`src/rtl/conv_ram_pkg.sv`:
```
`default_nettype none
// ============================================================================
// Module   : conv_ram_pkg
// Brief    : Shared constants and types for the convolution RAM arbiter.
// Revision : 1.0 - initial release
// ============================================================================
package conv_ram_pkg;

   localparam int CONV_RAM_DEPTH  = 16384;
   localparam int CONV_RAM_ADDR_W = 16;
   localparam int CONV_RAM_DATA_W = 8;

   localparam int REQ_HOST = 0;
   localparam int REQ_CONV = 1;
   localparam int REQ_WB   = 2;

   typedef enum logic [0:0] {
      ARB    = 1'b0,
      LOCKED = 1'b1
   } arb_state_t;

endpackage
`default_nettype wire

```
`src/rtl/rr_pick.sv`:
```
`default_nettype none
// ============================================================================
// Module   : rr_pick
// Brief    : Combinational round-robin select, scanning upward from ptr+1.
// Revision : 1.0 - initial release
// ============================================================================
module rr_pick
   import conv_ram_pkg::*;
#(
   parameter int NUM_REQ = 3,
   parameter int IDX_W   = 2
) (
   input  logic [NUM_REQ-1:0] req,
   input  logic [IDX_W-1:0]   ptr,
   output logic [NUM_REQ-1:0] gnt,
   output logic [IDX_W-1:0]   idx,
   output logic               valid
);

   logic [IDX_W-1:0] w_cand;

   function automatic logic [IDX_W-1:0] wrap_idx(input logic [IDX_W-1:0] p, input int off);
      return IDX_W'((int'(p) + off) % NUM_REQ);
   endfunction

   // Offset NUM_REQ wraps back to ptr itself, so the last holder is checked last.
   always_comb begin
      gnt    = '0;
      idx    = '0;
      valid  = 1'b0;
      w_cand = '0;
      for (int off = 1; off <= NUM_REQ; off++) begin
         w_cand = wrap_idx(ptr, off);
         if (!valid && req[w_cand]) begin
            valid       = 1'b1;
            idx         = w_cand;
            gnt[w_cand] = 1'b1;
         end
      end
   end

endmodule
`default_nettype wire

```
`src/rtl/conv_ram_arbiter.sv`:
```
`default_nettype none
// ============================================================================
// Module   : conv_ram_arbiter
// Brief    : Round-robin, burst-lockable arbiter for the single-port conv RAM.
// Revision : 1.0 - initial release
// ============================================================================
module conv_ram_arbiter
   import conv_ram_pkg::*;
#(
   parameter int NUM_REQ  = 3,
   parameter int ADDR_W   = CONV_RAM_ADDR_W,
   parameter int DATA_W   = CONV_RAM_DATA_W,
   parameter int DEPTH    = CONV_RAM_DEPTH,
   parameter int MAX_LOCK = 16
) (
   input  logic                      clock,
   input  logic                      reset_n,
   input  logic [NUM_REQ-1:0]        req,
   input  logic [NUM_REQ-1:0]        lock,
   input  logic [NUM_REQ-1:0]        wr,
   input  logic [NUM_REQ*ADDR_W-1:0] addr,
   input  logic [NUM_REQ*DATA_W-1:0] wdata,
   output logic [NUM_REQ-1:0]        gnt,
   output logic [NUM_REQ-1:0]        rvalid,
   output logic [DATA_W-1:0]         rdata,
   output logic                      err,
   output logic [ADDR_W-1:0]         ram_address,
   output logic [DATA_W-1:0]         ram_data,
   output logic                      ram_wren,
   input  logic [DATA_W-1:0]         ram_q
);

   localparam int                 c_idx_w    = (NUM_REQ > 1) ? $clog2(NUM_REQ) : 1;
   localparam int                 c_cnt_w    = $clog2(MAX_LOCK + 1);
   localparam logic [ADDR_W:0]    c_depth    = (ADDR_W + 1)'(DEPTH);
   localparam logic [c_cnt_w-1:0] c_max_lock = c_cnt_w'(MAX_LOCK);
   localparam logic [c_idx_w-1:0] c_ptr_rst  = c_idx_w'(NUM_REQ - 1);
   localparam bit                 c_can_lock = (MAX_LOCK > 1);

   arb_state_t         r_state, w_state_nxt;
   logic [c_idx_w-1:0] r_owner, w_owner_nxt;
   logic [c_idx_w-1:0] r_rr_ptr, w_rr_ptr_nxt;
   logic [c_cnt_w-1:0] r_lock_cnt, w_lock_cnt_nxt, w_lock_cnt_inc;

   logic [NUM_REQ-1:0] r_rvalid;
   logic               r_rd_oor;
   logic               r_err;
   logic [ADDR_W-1:0]  r_last_addr;
   logic [DATA_W-1:0]  r_last_data;

   logic [NUM_REQ-1:0] w_pick_gnt;
   logic [c_idx_w-1:0] w_pick_idx;
   logic               w_pick_valid;

   logic [NUM_REQ-1:0] w_gnt;
   logic               w_granted;
   logic               w_live;
   logic               w_owner_hit;
   logic [c_idx_w-1:0] w_winner;
   logic [ADDR_W-1:0]  w_win_addr;
   logic [DATA_W-1:0]  w_win_data;
   logic               w_win_wr;
   logic               w_in_range;

   logic [ADDR_W-1:0]  w_addr_arr  [NUM_REQ];
   logic [DATA_W-1:0]  w_wdata_arr [NUM_REQ];

   generate
      for (genvar gi = 0; gi < NUM_REQ; gi++) begin : g_unpack
         assign w_addr_arr[gi]  = addr[gi*ADDR_W +: ADDR_W];
         assign w_wdata_arr[gi] = wdata[gi*DATA_W +: DATA_W];
      end
   endgenerate

   rr_pick #(
      .NUM_REQ (NUM_REQ),
      .IDX_W   (c_idx_w)
   ) u_rr_pick (
      .req   (req),
      .ptr   (r_rr_ptr),
      .gnt   (w_pick_gnt),
      .idx   (w_pick_idx),
      .valid (w_pick_valid)
   );

   // A locked owner that drops req falls through to normal arbitration this cycle.
   assign w_owner_hit    = (r_state == LOCKED) && req[r_owner];
   assign w_lock_cnt_inc = r_lock_cnt + 1'b1;

   always_ff @(posedge clock or negedge reset_n) begin
      if (!reset_n) begin
         r_state    <= ARB;
         r_owner    <= '0;
         r_rr_ptr   <= c_ptr_rst;
         r_lock_cnt <= '0;
      end else begin
         r_state    <= w_state_nxt;
         r_owner    <= w_owner_nxt;
         r_rr_ptr   <= w_rr_ptr_nxt;
         r_lock_cnt <= w_lock_cnt_nxt;
      end
   end

   always_comb begin
      w_state_nxt    = r_state;
      w_owner_nxt    = r_owner;
      w_rr_ptr_nxt   = r_rr_ptr;
      w_lock_cnt_nxt = r_lock_cnt;
      if (w_owner_hit) begin
         // Pointer already equals the owner, so a capped burst yields to the others.
         if (lock[r_owner] && (w_lock_cnt_inc < c_max_lock)) begin
            w_state_nxt    = LOCKED;
            w_lock_cnt_nxt = w_lock_cnt_inc;
         end else begin
            w_state_nxt    = ARB;
            w_lock_cnt_nxt = '0;
         end
      end else if (w_pick_valid) begin
         w_rr_ptr_nxt = w_pick_idx;
         if (lock[w_pick_idx] && c_can_lock) begin
            w_state_nxt    = LOCKED;
            w_owner_nxt    = w_pick_idx;
            w_lock_cnt_nxt = c_cnt_w'(1);
         end else begin
            w_state_nxt    = ARB;
            w_lock_cnt_nxt = '0;
         end
      end else begin
         w_state_nxt    = ARB;
         w_lock_cnt_nxt = '0;
      end
   end

   always_comb begin
      w_gnt     = '0;
      w_granted = 1'b0;
      w_winner  = r_owner;
      if (w_owner_hit) begin
         w_granted      = 1'b1;
         w_gnt[r_owner] = 1'b1;
      end else if (w_pick_valid) begin
         w_granted = 1'b1;
         w_winner  = w_pick_idx;
         w_gnt     = w_pick_gnt;
      end
   end

   assign w_win_addr = w_addr_arr[w_winner];
   assign w_win_data = w_wdata_arr[w_winner];
   assign w_win_wr   = wr[w_winner];
   assign w_in_range = ({1'b0, w_win_addr} < c_depth);

   always_ff @(posedge clock or negedge reset_n) begin
      if (!reset_n) begin
         r_rvalid    <= '0;
         r_rd_oor    <= 1'b0;
         r_err       <= 1'b0;
         r_last_addr <= '0;
         r_last_data <= '0;
      end else begin
         r_rvalid <= (w_granted && !w_win_wr) ? w_gnt : '0;
         r_rd_oor <= w_granted && !w_win_wr && !w_in_range;
         if (w_granted && !w_in_range) begin
            r_err <= 1'b1;
         end
         if (w_granted) begin
            r_last_addr <= w_win_addr;
            r_last_data <= w_win_data;
         end
      end
   end

   // Ports are forced idle while reset is held, even with requests pending.
   assign w_live      = w_granted && reset_n;
   assign gnt         = reset_n ? w_gnt : '0;
   assign ram_address = w_live ? w_win_addr : r_last_addr;
   assign ram_data    = w_live ? w_win_data : r_last_data;
   assign ram_wren    = w_live && w_win_wr && w_in_range;
   assign rvalid      = r_rvalid;
   assign rdata       = r_rd_oor ? '0 : ram_q;
   assign err         = r_err;

endmodule
`default_nettype wire

```
`config.mk`:
```
export PLATFORM = sky130hd
export DESIGN_NAME = conv_ram_arbiter
export DESIGN_NICKNAME = d
export VERILOG_FILES = /design/src/rtl/conv_ram_pkg.sv /design/src/rtl/rr_pick.sv /design/src/rtl/conv_ram_arbiter.sv
export SDC_FILE = /design/constraint.sdc
export NUM_CORES = 1
export LEC_CHECK = 0
export BUFFER_PORTS_ARGS = -buffer_cell sky130_fd_sc_hd__clkbuf_2
export CAP_MARGIN = 20
export CORE_MARGIN = 8
export CORE_UTILIZATION = 25
export CTS_CLUSTER_SIZE = 12
export DETAILED_ROUTE_END_ITERATION = 10
export GPL_ROUTABILITY_DRIVEN = 0
export SETUP_SLACK_MARGIN = 0.3
export SLEW_MARGIN = 40
export SYNTH_ARGS = -nofsm -noshare
export SYNTH_HDL_FRONTEND = slang
export SYNTH_SLANG_ARGS = --single-unit
```
`constraint.sdc`:
```
create_clock -name clock -period 3.4 [get_ports clock]
set_input_delay 0.17 -clock clock [delete_from_list [all_inputs] [get_ports clock]]
set_output_delay 0.17 -clock clock [all_outputs]
set_load 0.01 [all_outputs]
```
# Word-level counts from Yosys, hierarchy flattened

Index checks and enable logic that the tools add are counted.

Output and inout bits: 40
Flip-flop bits (word level): 39
Bits of input ports: 91

Add/subtract/negate cells: 4
Reductions and logical operators: 20
Divide/modulo/power cells: 3
Mux-type cells: 56
$lt $le $gt $ge: 13
Bitwise logic cells: 4

Operators with widths:

| cell                                                               | number |
|---|---|
| modulo 32 x 3 -> 32 bit (second input constant)                    | 3 |
| two-way mux 16 bit                                                 | 3 |
| binary-select mux 16 bit (select 2 bit)                            | 1 |
| two-way mux 8 bit                                                  | 4 |
| two-way mux 1 bit                                                  | 21 |
| two-way mux 3 bit                                                  | 7 |
| < comparator 2 x 3 -> 1 bit (second input constant)                | 6 |
| binary-select mux 8 bit (select 2 bit)                             | 1 |
| < comparator 16 x 15 -> 1 bit (second input constant)              | 1 |
| two-way mux 5 bit                                                  | 3 |
| binary-select mux 1 bit (select 2 bit)                             | 7 |
| logical AND 1 bit                                                  | 14 |
| two-way mux 2 bit                                                  | 5 |
| demux 1 bit (select 2 bit)                                         | 4 |
| greater-or-equal comparator 2 x 1 -> 1 bit (second input constant) | 4 |
| adder 2 x 2 -> 3 bit (second input constant)                       | 2 |
| bitwise OR 3 bit                                                   | 2 |
| adder 5 x 1 -> 5 bit (second input constant)                       | 1 |
| < comparator 5 bit (second input constant)                         | 1 |
| zero test 1 bit                                                    | 4 |
| adder 2 x 1 -> 3 bit (second input constant)                       | 1 |
| greater-or-equal comparator 3 bit (second input constant)          | 1 |
| NOT 2 -> 3 bit                                                     | 1 |
| AND reduction 3 bit                                                | 1 |
| other kinds (2)                                                    | 2 |

# Logic depth before layout (Yosys ltp)

Gate-level depths: netlist of the first run.

Word-level depth: 20
Mapped depth: 13
Mapped depth without buffers: 9

# Hierarchy

From an unflattened synthesis of the first run, not the netlist that was laid out.

Cells, all modules: 335
Area, all modules: 2795.2 sq um

By module, submodules not included:

| module           | instances | area an instance (sq um) | cells each |
|---|---|---|---|
| conv_ram_arbiter | 1         | 2497.4                   | 294 |
| rr_pick          | 1         | 297.8                    | 41 |

# Worst setup path before layout of the first run

Ideal clock, no wire load.

Path type: reg2out
Start: register r_rr_ptr[1]
End: output port ram_address[10]
Buffers on the path: 2
Data arrival time: 2.845 ns
Slack: 0.385 ns
Cell stages (with the launch flop): 12
Path through: dfstp_2 -> inv_1 -> ha_1 -> buf_2 -> mux2i_2 -> mux2i_4 -> nor3_4 -> nor2_8 -> mux2i_4 -> buf_6 -> mux2_4 -> a221o_1

Word-level cells in the longest chain between the ends: 18
Elaborated cells on any way between the ends: 32
Those cells by class: 3 x add/sub; 3 x div; 20 x mux; 1 x bitwise; 5 x reduce/logical

RTL lines:

| item                                                   | line                    | text |
|---|---|---|
| from (decl)                                            | conv_ram_arbiter.sv:42  | `logic [c_idx_w-1:0] r_rr_ptr, w_rr_ptr_nxt;` |
| from (signal assigned)                                 | conv_ram_arbiter.sv:94  | `r_rr_ptr <= c_ptr_rst;` |
| from (signal assigned)                                 | conv_ram_arbiter.sv:99  | `r_rr_ptr <= w_rr_ptr_nxt;` |
| adder 2 x 1 -> 3 bit                                   | rr_pick.sv:23           | `return IDX_W'((int'(p) + off) % NUM_REQ);` |
| modulo 32 x 3 -> 32 bit                                | rr_pick.sv:23           |  |
| binary-select mux 1 bit (select 2 bit)                 | rr_pick.sv:34           | `if (!valid && req[w_cand]) begin` |
| two-way mux 1 bit (implied by the code)                | rr_pick.sv:34           |  |
| two-way mux 1 bit                                      | rr_pick.sv:34           |  |
| zero test 1 bit                                        | rr_pick.sv:34           |  |
| logical AND 1 bit                                      | rr_pick.sv:34           |  |
| two-way mux 1 bit                                      | rr_pick.sv:34           |  |
| zero test 1 bit                                        | rr_pick.sv:34           |  |
| logical AND 1 bit                                      | rr_pick.sv:34           |  |
| two-way mux 2 bit or two-way mux 1 bit (tied branches) | rr_pick.sv:34           |  |
| two-way mux 2 bit                                      | conv_ram_arbiter.sv:141 | `end else if (w_pick_valid) begin` |
| two-way mux 2 bit                                      | conv_ram_arbiter.sv:138 | `if (w_owner_hit) begin` |
| NOT 2 -> 3 bit (implied by the code)                   | conv_ram_arbiter.sv:148 | `assign w_win_addr = w_addr_arr[w_winner];` |
| binary-select mux 16 bit (select 2 bit)                | conv_ram_arbiter.sv:148 |  |
| two-way mux 16 bit (implied by the code) (2 in a row)  | conv_ram_arbiter.sv:148 |  |
| two-way mux 16 bit (*)                                 | conv_ram_arbiter.sv:176 | `assign ram_address = w_live ? w_win_addr : r_last_addr;` |
| to (decl)                                              | conv_ram_arbiter.sv:27  | `output logic [ADDR_W-1:0] ram_address,` |

Every way passes the cells marked *; elsewhere a longest branch is shown, timed or not. The select of a mux whose other input is x is not followed.

# Worst setup path in the final report of the first run

Start: register r_rr_ptr[1]
End: output port ram_address[9]

Same word-level chain as after synthesis.

==> metrics, run 1 <==
Slowest cell on crit path dfstp_2; Design Power 0.00645 W; Die Y 128 um; post-synthesis mux area share 15.6%; die area 0.0165 mm^2; post-synthesis average cell area 10.1 um^2; top cells by area, synth dfrtp_1 30%, mux2_4 8.6%, a221o_1 7.6%, a22o_1 6.7%, a21o_1 5.7%; die width 128 um; Post-DRT Antenna Nets 0; initial antenna violation count 0; total track usage 13.8%; Max VDD drop 0.442 mV; Leakage 2.45 nW; I/O pins 131; initial core utilization 25.3%; CP max FO 6; CTS tree done; FFs w/ async S/R, synth 100%; worst hold slack -9.05 ps; remaining routing DRC violations 0; 1st-iter DRT viols 191; compound-gate portion of the synthesized area 30.6%; # port buffers 130; final instance area 0.00473 mm^2; Placed Area 0.00408 mm^2; share of cells above drive strength 1 53.7%; Tcrit/Tclk final 98.4%; Setup TNS 0 ps; buffers plus inverters on the worst setup path 4; Mapped Area 0.00315 mm^2; post-synthesis instance total 311; Highest Clock Rate 299 MHz; startpoint types register; hold violation count in the final report 14; Final Max Slew Viols 0; Total Routed Length 11,800 um; clk sinks 39; Hold Path Class primary input to asynchronous set/reset pin; Clock Skew 3.51 ps; Synth area leader dfrtp_1; Power per Cell Area 1360 mW/mm^2; root buf cell clkbuf_16; critical path's top delay family flip-flops; nets@finish 570; Slew HR 54.4%; vias in the first global route 3,513; gr ovfl total 0; Yosys cell types 60; Pre-Repair DR Iteration Count 5; vias per inst 5.03; Detailed Place HPWL 7920 um; Critical Path Sink Type primary output; Cell Chain, Critical Path ha_4 > and3b_2 > o21bai_4 > buf_6 > nor3_4 > nor2_8 > mux2i_4 > buf_6 > buf_16 > mux2_4 > a221o_1 > clkbuf_2; clock network latency to the later pin of the worst-skew pair 280 ps; final critical-path required period 3350 ps; FILL cells 1,280; Longest Clk Path Bufs 2; largest family of logic cells by synthesized area compound AO/OA/AOI/OAI gates; Clock transition at path regs 60 ps; adder-cell share of the synthesized area 1.98%; R2R setup slack 270 ps; FF-to-FF Start r_rr_ptr[1]; dominant synthesized flop cell dfrtp_1; status complete, but fails checks; Core Region 0.0125 mm^2; ant diodes 0; Syn Nets 407; synthesis warning total 0; Synth Area in XOR/XNOR 0.834%; TritonCTS buffer count 5; Max Cap Viol 0; Yosys reg bits 39; r2r endpoint r_rd_oor; Most common cell on crit path buf_6; Seq/Total Area, Yosys 31.0%; Max stage delay on crit path 590 ps; DR vias 3,253; Hold-fix buffers, CTS 0; Final setup viols 0; Routed wire per std cell 18.2 um; Worst EP arrival 3180 ps; largest net degree at the start of global routing 44; first-pass GRT wire length 18,300 um; Simple-Gate Fraction of Synth Area 15.2%; cell row count 41; crit path kind register to primary output; critical path required time 3230 ps; H-tree levels 2; RSZ-0062 raised after global routing yes; path depth of the worst reg2reg path 14; failing checks negative hold slack; Least-Margin Pin Slew 682 ps; Post-synth EDFFs 0; proportion of netlist area held by the largest area contributor 30.2%; area delta synth->final 50.1%
worst register-to-register path, stage by stage, from the launching register on:
cell and delay (ps):
dfstp_2 590, ha_4 210, and3b_2 220, o21bai_4 190, buf_6 130, nor3_4 230
nor2_8 60, mux2i_4 210, buf_6 160, buf_16 140, buf_6 120, buf_6 100
buf_6 110, mux2_4 330, o32ai_2 250
layout make-up:
cell class / instances / area (um^2) / area share, %
multi-input cells: 243 / 2220 / 47.0
repair buffers: 177 / 1130 / 23.8
flip-flops and latches: 39 / 978 / 20.7
well taps: 172 / 215 / 4.55
clock buffers: 8 / 156 / 3.31
inverters: 8 / 30.0 / 0.635
synthesized netlist by cell type (2+ instances only):
master / count
mux2_1: 7
a21o_1: 24
mux2_2: 4
mux2i_1: 4
a221oi_1: 2
buf_4: 3
o21a_1: 2
a21oi_1: 6
a31oi_1: 2
o21ai_1: 2
ha_1: 5
o21ai_2: 3
nand3_1: 4
o21ai_0: 8
and2_1: 2
a31o_2: 2
o32ai_1: 2
buf_2: 7
nand2_1: 9
a22o_1: 24
nor2b_1: 14
clkbuf_1: 10
xor2_1: 2
and3_1: 24
dfrtp_1: 38
nor2_1: 12
buf_6: 2
a221o_1: 24
mux2_4: 18
inv_1: 8
mux2i_4: 2
o211ai_1: 3
nor2_2: 2
nand2b_1: 4
routing by layer:
metal	up-vias	global-route usage (%)	share of wire (%)
met5	-	0	0
met1	1580	16.7	43
met3	9	4.37	8.3
li1	1537	-	-
met4	0	3.36	0.88
met2	127	23.0	48
flip-flops by register name, indices dropped and copies added (netlist names):
signal       flops
r_last_data      8
err              1
r_lock_cnt       5
r_rr_ptr         2
r_state          1
r_last_addr     16
r_owner          2
rvalid           3
r_rd_oor         1
cell usage in the layout, fill, tap and decap left out, types with 4 or more instances in the layout:
cell and count:
a21o_1 24, a21oi_1 4, o21ai_0 7, clkbuf_2 127
buf_6 8, clkbuf_16 5, nor2_1 11, dfrtp_1 37
mux2i_4 5, nand2_1 9, nor2b_1 12, nand3_1 4
a221o_1 24, mux2_4 27, o21ai_2 4, a22o_1 24
buf_4 33, nand2b_1 4, and3_1 24, inv_1 6
metrics by stage:
stage / hold slack (ps) / worst slack [ps] / utilization (%) / cells
floorplan: -126 / 385 / - / 311
global placement: 304 / 42.5 / 32.6 / 611
detailed placement: 314 / 129 / 32.7 / 611
CTS: 17.9 / 12.3 / 36.8 / 640
global route: 39.0 / -70.9 / 37.9 / 647
finish: -9.05 / 55.0 / 37.9 / 647
kinds of logic (layout without fill, tap and decap cells):
group / count (synthesis) / in the layout
compound gates: 116 / 116
mux: 36 / 36
fa+ha+maj: 5 / 5
simple gates: 81 / 82
other cells: 1 / 1
xor+xnor: 3 / 3
flops: 39 / 39
buf+inv: 30 / 193
power by group:
group / leakage [nW] / internal [W] / switching, W / total [W]
clock: 0.0772 / 0.000313 / 0.000184 / 0.000496
combinational: 1.90 / 0.00263 / 0.00247 / 0.00510
sequential: 0.474 / 0.000702 / 0.000149 / 0.000852
total: 2.45 / 0.00365 / 0.00280 / 0.00645
what timing repair did:
item,CTS,global route
gates resized for setup,35,26
endpoints found under the setup margin,25,52
buffers inserted,18,6
pin swaps,27,9
cloned,3,1
hold endpoints to repair,0,0
how the worst max path moves through the flow:
| stage | from | end | slack [ps] | depth (start not counted) |
|---|---|---|---|---|
| after floorplan | r_rr_ptr[1] | ram_address[10] | 390 | 11 |
| after global placement | r_rr_ptr[1] | ram_data[7] | 40 | 10 |
| after detailed placement | r_rr_ptr[1] | ram_data[7] | 130 | 12 |
| after CTS | r_rr_ptr[1] | ram_data[2] | 10 | 12 |
| after global routing | r_rr_ptr[1] | ram_data[3] | -70 | 12 |
| final | r_rr_ptr[1] | ram_address[9] | 50 | 12 |
Note: power is estimated with default switching activity, not from simulation.
==> run 2, diff against run 1 <==
--- a/config.mk
+++ b/config.mk
@@ -7,7 +7,7 @@
 export LEC_CHECK = 0
 export BUFFER_PORTS_ARGS = -buffer_cell sky130_fd_sc_hd__clkbuf_2
 export CAP_MARGIN = 20
-export CORE_MARGIN = 8
+export CORE_MARGIN = 2
 export CORE_UTILIZATION = 25
 export CTS_CLUSTER_SIZE = 12
 export DETAILED_ROUTE_END_ITERATION = 10
==> run 2 against run 1 <==
  * The run ends with negative setup slack left
  * Die area fell by 18%
  * Fmax fell by 1.9%
  * Worst setup slack got worse by 65 ps
  * Sequential power barely moved
  * Total power fell by 0.82%
  * Register-to-register slack got worse by 20 ps
  * Non-clock buffer count fell by 3
  * Final area fell by 0.42%
  * Critical path type unchanged
  * Highest routed layer unchanged
==> metrics, run 2 (same netlist as run 1, synthesis figures left out) <==
startpoint types register; commonest non-fill, non-tap cells in the layout 126 x clkbuf_2, 37 x dfrtp_1, 30 x buf_4, 27 x mux2_4; R2R setup slack 250 ps; 1st-iter DRT viols 238; worst hold slack 164 ps; Routed wire per std cell 16.4 um; Placed Area 0.00404 mm^2; crit path kind register to primary output; vias per inst 5.05; DR vias 3,251; Hold Path Class primary input to register; total track usage 15.0%; final critical-path required period 3410 ps; r2r endpoint rvalid[0]; Core Region 0.0125 mm^2; critical path required time 3230 ps; cell row count 41; die width 116 um; Total Routed Length 10,500 um; RSZ-0062 raised after global routing yes; ant diodes 0; Final Max Slew Viols 0; Max VDD drop 0.622 mV; Post-DRT Antenna Nets 0; nets@finish 567; vias in the first global route 3,189; Die Y 116 um; CP max FO 7; top flop regs r_last_addr (16), r_last_data (8), r_lock_cnt (5); H-tree levels 2; Max Cap Viol 0; Slew HR 44.1%; clk sinks 39; commonest non-fill, non-tap cell in the layout clkbuf_2; root buf cell clkbuf_16; Least-Margin Pin Slew 838 ps; register bank with the most flops r_last_addr; number of flip-flops under the largest register name 16; Worst EP arrival 3240 ps; FF-to-FF Start r_rr_ptr[1]; remaining routing DRC violations 0; die area 0.0135 mm^2; I/O pins 131; CTS tree done; path depth of the worst reg2reg path 14; Clock transition at path regs 60 ps; status complete, but fails checks; largest net degree at the start of global routing 39; final instance area 0.00471 mm^2; Design Power 0.00640 W; initial antenna violation count 0; initial core utilization 25.3%; Tcrit/Tclk final 100%; Critical Path Sink Type primary output; Final setup viols 3; TritonCTS buffer count 5; crit path launch r_rr_ptr[1]; failing checks negative setup slack; Leakage 2.45 nW; worst slack, placed 28.8 ps; Highest Clock Rate 293 MHz; Pre-Repair DR Iteration Count 4; share of cells above drive strength 1 53.0%; fin worst setup slack -9.78 ps; hold violation count in the final report 0; clock network latency to the later pin of the worst-skew pair 280 ps; gr ovfl total 0; Clock Skew 5.16 ps; area delta synth->final 49.4%; # port buffers 130; first-pass GRT wire length 16,200 um; Detailed Place HPWL 7050 um; end of the critical path ram_address[14]; Power per Cell Area 1360 mW/mm^2; Longest Clk Path Bufs 2
run 2: critical path: stages, from the launching register on:
cell and delay (ps):
dfstp_2 580, ha_4 220, and3b_1 180, o21bai_4 170, buf_6 130, nor3_4 290, nor2_8 80, mux2i_4 250
buf_6 150, buf_16 140, mux2_4 310, a221o_1 310, buf_2 140
run 2: routing by layer:
metal,global-route usage [%],part of all wire [%],vias up
li1,-,-,1529
met1,19.8,43,1572
met2,25.6,48,134
met3,2.34,6.4,16
met4,4.29,1.9,0
met5,0,0,-
run 2: report_power, final:
part           internal (W)  leakage [nW]  switching [W]  total (W)
combinational       0.00258          1.89        0.00241    0.00499
sequential         0.000702         0.474       0.000148   0.000851
clock              0.000365        0.0868       0.000187   0.000552
run 2: worst min path at each step:
stage,cells past startpoint,start,endpoint
4_1_cts,2,wr[2],r_rd_oor
6_report,2,wr[2],rvalid[0]
5_1_grt,2,wr[2],rvalid[2]
3_3_place_gp,1,reset_n,r_lock_cnt[4]
2_1_floorplan,0,reset_n,err
3_5_place_dp,1,reset_n,r_owner[0]
run 2: stage by stage:
step / utilization (%) / setup TNS [ps] / instances
2_1_floorplan: - / 0 / 311
3_3_place_gp: 32.3 / 0 / 606
3_5_place_dp: 32.4 / 0 / 606
4_1_cts: 36.9 / -136 / 637
5_1_grt: 37.8 / -1630 / 644
6_report: 37.8 / -14.7 / 644
run 2: cell type report:
type / count / area (um^2)
Sequential cell: 39 / 978
Inverter: 8 / 30.0
Timing Repair Buffer: 174 / 1100
Clock buffer: 6 / 139
Multi-Input combinational cell: 243 / 2210
Fill cell: 1246 / 7760
Tap cell: 172 / 215
Clock inverter: 2 / 35.0
run 2: repair_timing:
action,4_1_cts,5_1_grt
setup endpoints to repair,34,30
gates resized for setup,35,18
setup buffers,19,6
hold endpoints to repair,4,0
hold buffers,1,0
gates cloned,3,1
pin swaps,28,7
==> run 3, diff against run 2 <==
==> constraint.sdc (replaced) <==
create_clock -name clock -period 3.4 [get_ports clock]
set_input_delay 0.17 -clock clock [delete_from_list [all_inputs] [get_ports clock]]
set_output_delay 0.17 -clock clock [all_outputs]
set_load 0.1 [all_outputs]
==> run 3 against run 2 <==
  * The run still ends with negative setup slack left
  * Count of clock-buffer cells in the layout stayed put
  * First-iteration DRC count fell by 20%
  * Die area unchanged
  * Final area is 7.9% higher
  * Clock skew shrank 1.1 ps
  * Non-clock buffer count shrank 9
  * Register-to-register slack about the same
==> metrics, run 3 (same netlist as run 1, synthesis figures left out) <==
FILL cells 1,207; clock network latency to the later pin of the worst-skew pair 280 ps; share of cells above drive strength 1 57.1%; CP max FO 11; nets@finish 557; # port buffers 130; hold violation count in the final report 0; Clock Skew 4.02 ps; Max stage delay on crit path 590 ps; status complete, but fails checks; commonest non-fill, non-tap cells in the layout 102 x clkbuf_2, 38 x dfrtp_1, 28 x buf_12, 26 x mux2_4; 1st-iter DRT viols 191; Final Max Slew Viols 0; Max Cap Viol 0; DR vias 3,187; Tcrit/Tclk final 101%; RSZ-0062 raised after global routing yes; Placed Area 0.00453 mm^2; root buf cell clkbuf_16; Longest Clk Path Bufs 2; Routed wire per std cell 16.7 um; Core Region 0.0125 mm^2; initial antenna violation count 0; CTS tree done; commonest non-fill, non-tap cell in the layout clkbuf_2; ant diodes 0; initial core utilization 25.3%; Worst EP arrival 3280 ps; gr ovfl total 0; Most common cell on crit path buf_4; final instance area 0.00508 mm^2; Setup TNS -537 ps; register bank with the most flops r_last_addr; area delta synth->final 61.2%; H-tree levels 2; remaining routing DRC violations 0; Detailed Place HPWL 7160 um; top flop regs r_last_addr (16), r_last_data (8), r_lock_cnt (5); Critical Path Sink Type primary output; R2R setup slack 260 ps; die width 116 um; Cell Chain, Critical Path inv_2 > ha_4 > mux2i_4 > buf_4 > buf_4 > nor2_1 > nand2_1 > a311o_2 > o21ai_4 > nor2_2 > buf_6 > a221o_4 > buf_12; Least-Margin Pin Slew 694 ps; TritonCTS buffer count 5; vias in the first global route 3,096; Highest Clock Rate 290 MHz; Clock transition at path regs 60 ps; number of flip-flops under the largest register name 16; Post-DRT Antenna Nets 0; clk sinks 39; I/O pins 131; Total Routed Length 10,600 um; die area 0.0135 mm^2; crit path kind register to primary output; worst hold slack 148 ps; total track usage 14.7%; Die Y 116 um; final critical-path required period 3450 ps; startpoint types register; Final setup viols 24; fin worst setup slack -48.6 ps; failing checks negative setup slack; Slowest cell on crit path dfstp_2; largest net degree at the start of global routing 28; Hold Path Class primary input to register; first-pass GRT wire length 15,800 um; Slew HR 53.7%; cell row count 41; fin util 40.8%; Pre-Repair DR Iteration Count 4; critical path required time 3230 ps; vias per inst 5.03
==> run 3: cell types whose count changed in the layout (fill, tap and decap cells not counted), moves of 4 or more <==
cell	before	now
clkbuf_2	126	102
o21ai_4	0	4
o21ai_2	5	1
buf_12	2	28
buf_4	30	22
nor2b_2	0	5
nor2b_1	13	9
a221o_2	0	22
a221o_1	24	0
==> run 3: repair_timing <==
item                                    CTS  global route
cloned                                    1             1
buffers inserted                         10             6
hold endpoints to repair                 12             0
pin swaps                                 6            14
resized for setup                        20            27
hold buffers                              1             0
endpoints found under the setup margin   25            44
==> run 3: layer usage <==
metal / global-route usage (%) / vias up / part of all wire (%) / wire length (um)
met5: 0 / - / 0 / 0
met1: 19.2 / 1549 / 43 / 4540
met2: 25.4 / 127 / 49 / 5220
li1: - / 1502 / - / -
met4: 2.06 / 0 / 0.67 / 71
met3: 3.58 / 9 / 7.1 / 746
==> run 3: final cells by class <==
class	count	area, um^2	share of cell area, %
clock buffer	6	139	2.73
clock inverter	2	35.0	0.690
inverter	8	30.0	0.591
multi-input combinational	242	2280	44.9
sequential	39	977	19.2
tap	172	215	4.24
timing repair buffer	165	1410	27.7
==> run 3: critical path: cells and delay by family (launching register included) <==
| family | cells | cell delay, ps |
|---|---|---|
| AOI/OAI and AO/OA | 3 | 1010 |
| buffers and inverters | 5 | 670 |
| DFF | 1 | 590 |
| and+or+nand+nor | 3 | 320 |
| adders and majority gates | 1 | 200 |
| muxes | 1 | 200 |
==> run 3: final timing paths <==
kind	cells after the start	to	from
worst min register to register	1	r_lock_cnt[0]	r_lock_cnt[0]
worst max register to register	13	r_last_data[5]	r_rr_ptr[1]
worst max-delay path	13	ram_address[12]	r_rr_ptr[1]
max in group asynchronous	3	r_rr_ptr[1]	reset_n
min in group asynchronous	2	r_last_data[0]	reset_n
worst min-delay path	2	rvalid[2]	wr[2]
==> run 3: through the flow <==
step	std cells	setup WS, ps
2_1_floorplan	311	184
3_3_place_gp	607	164
3_5_place_dp	607	135
4_1_cts	627	-44.0
5_1_grt	634	-158
6_report	634	-48.6
Power of run 3 is not shown: default switching activity piles up to over one toggle a cycle in this logic, so the estimate is an artifact.
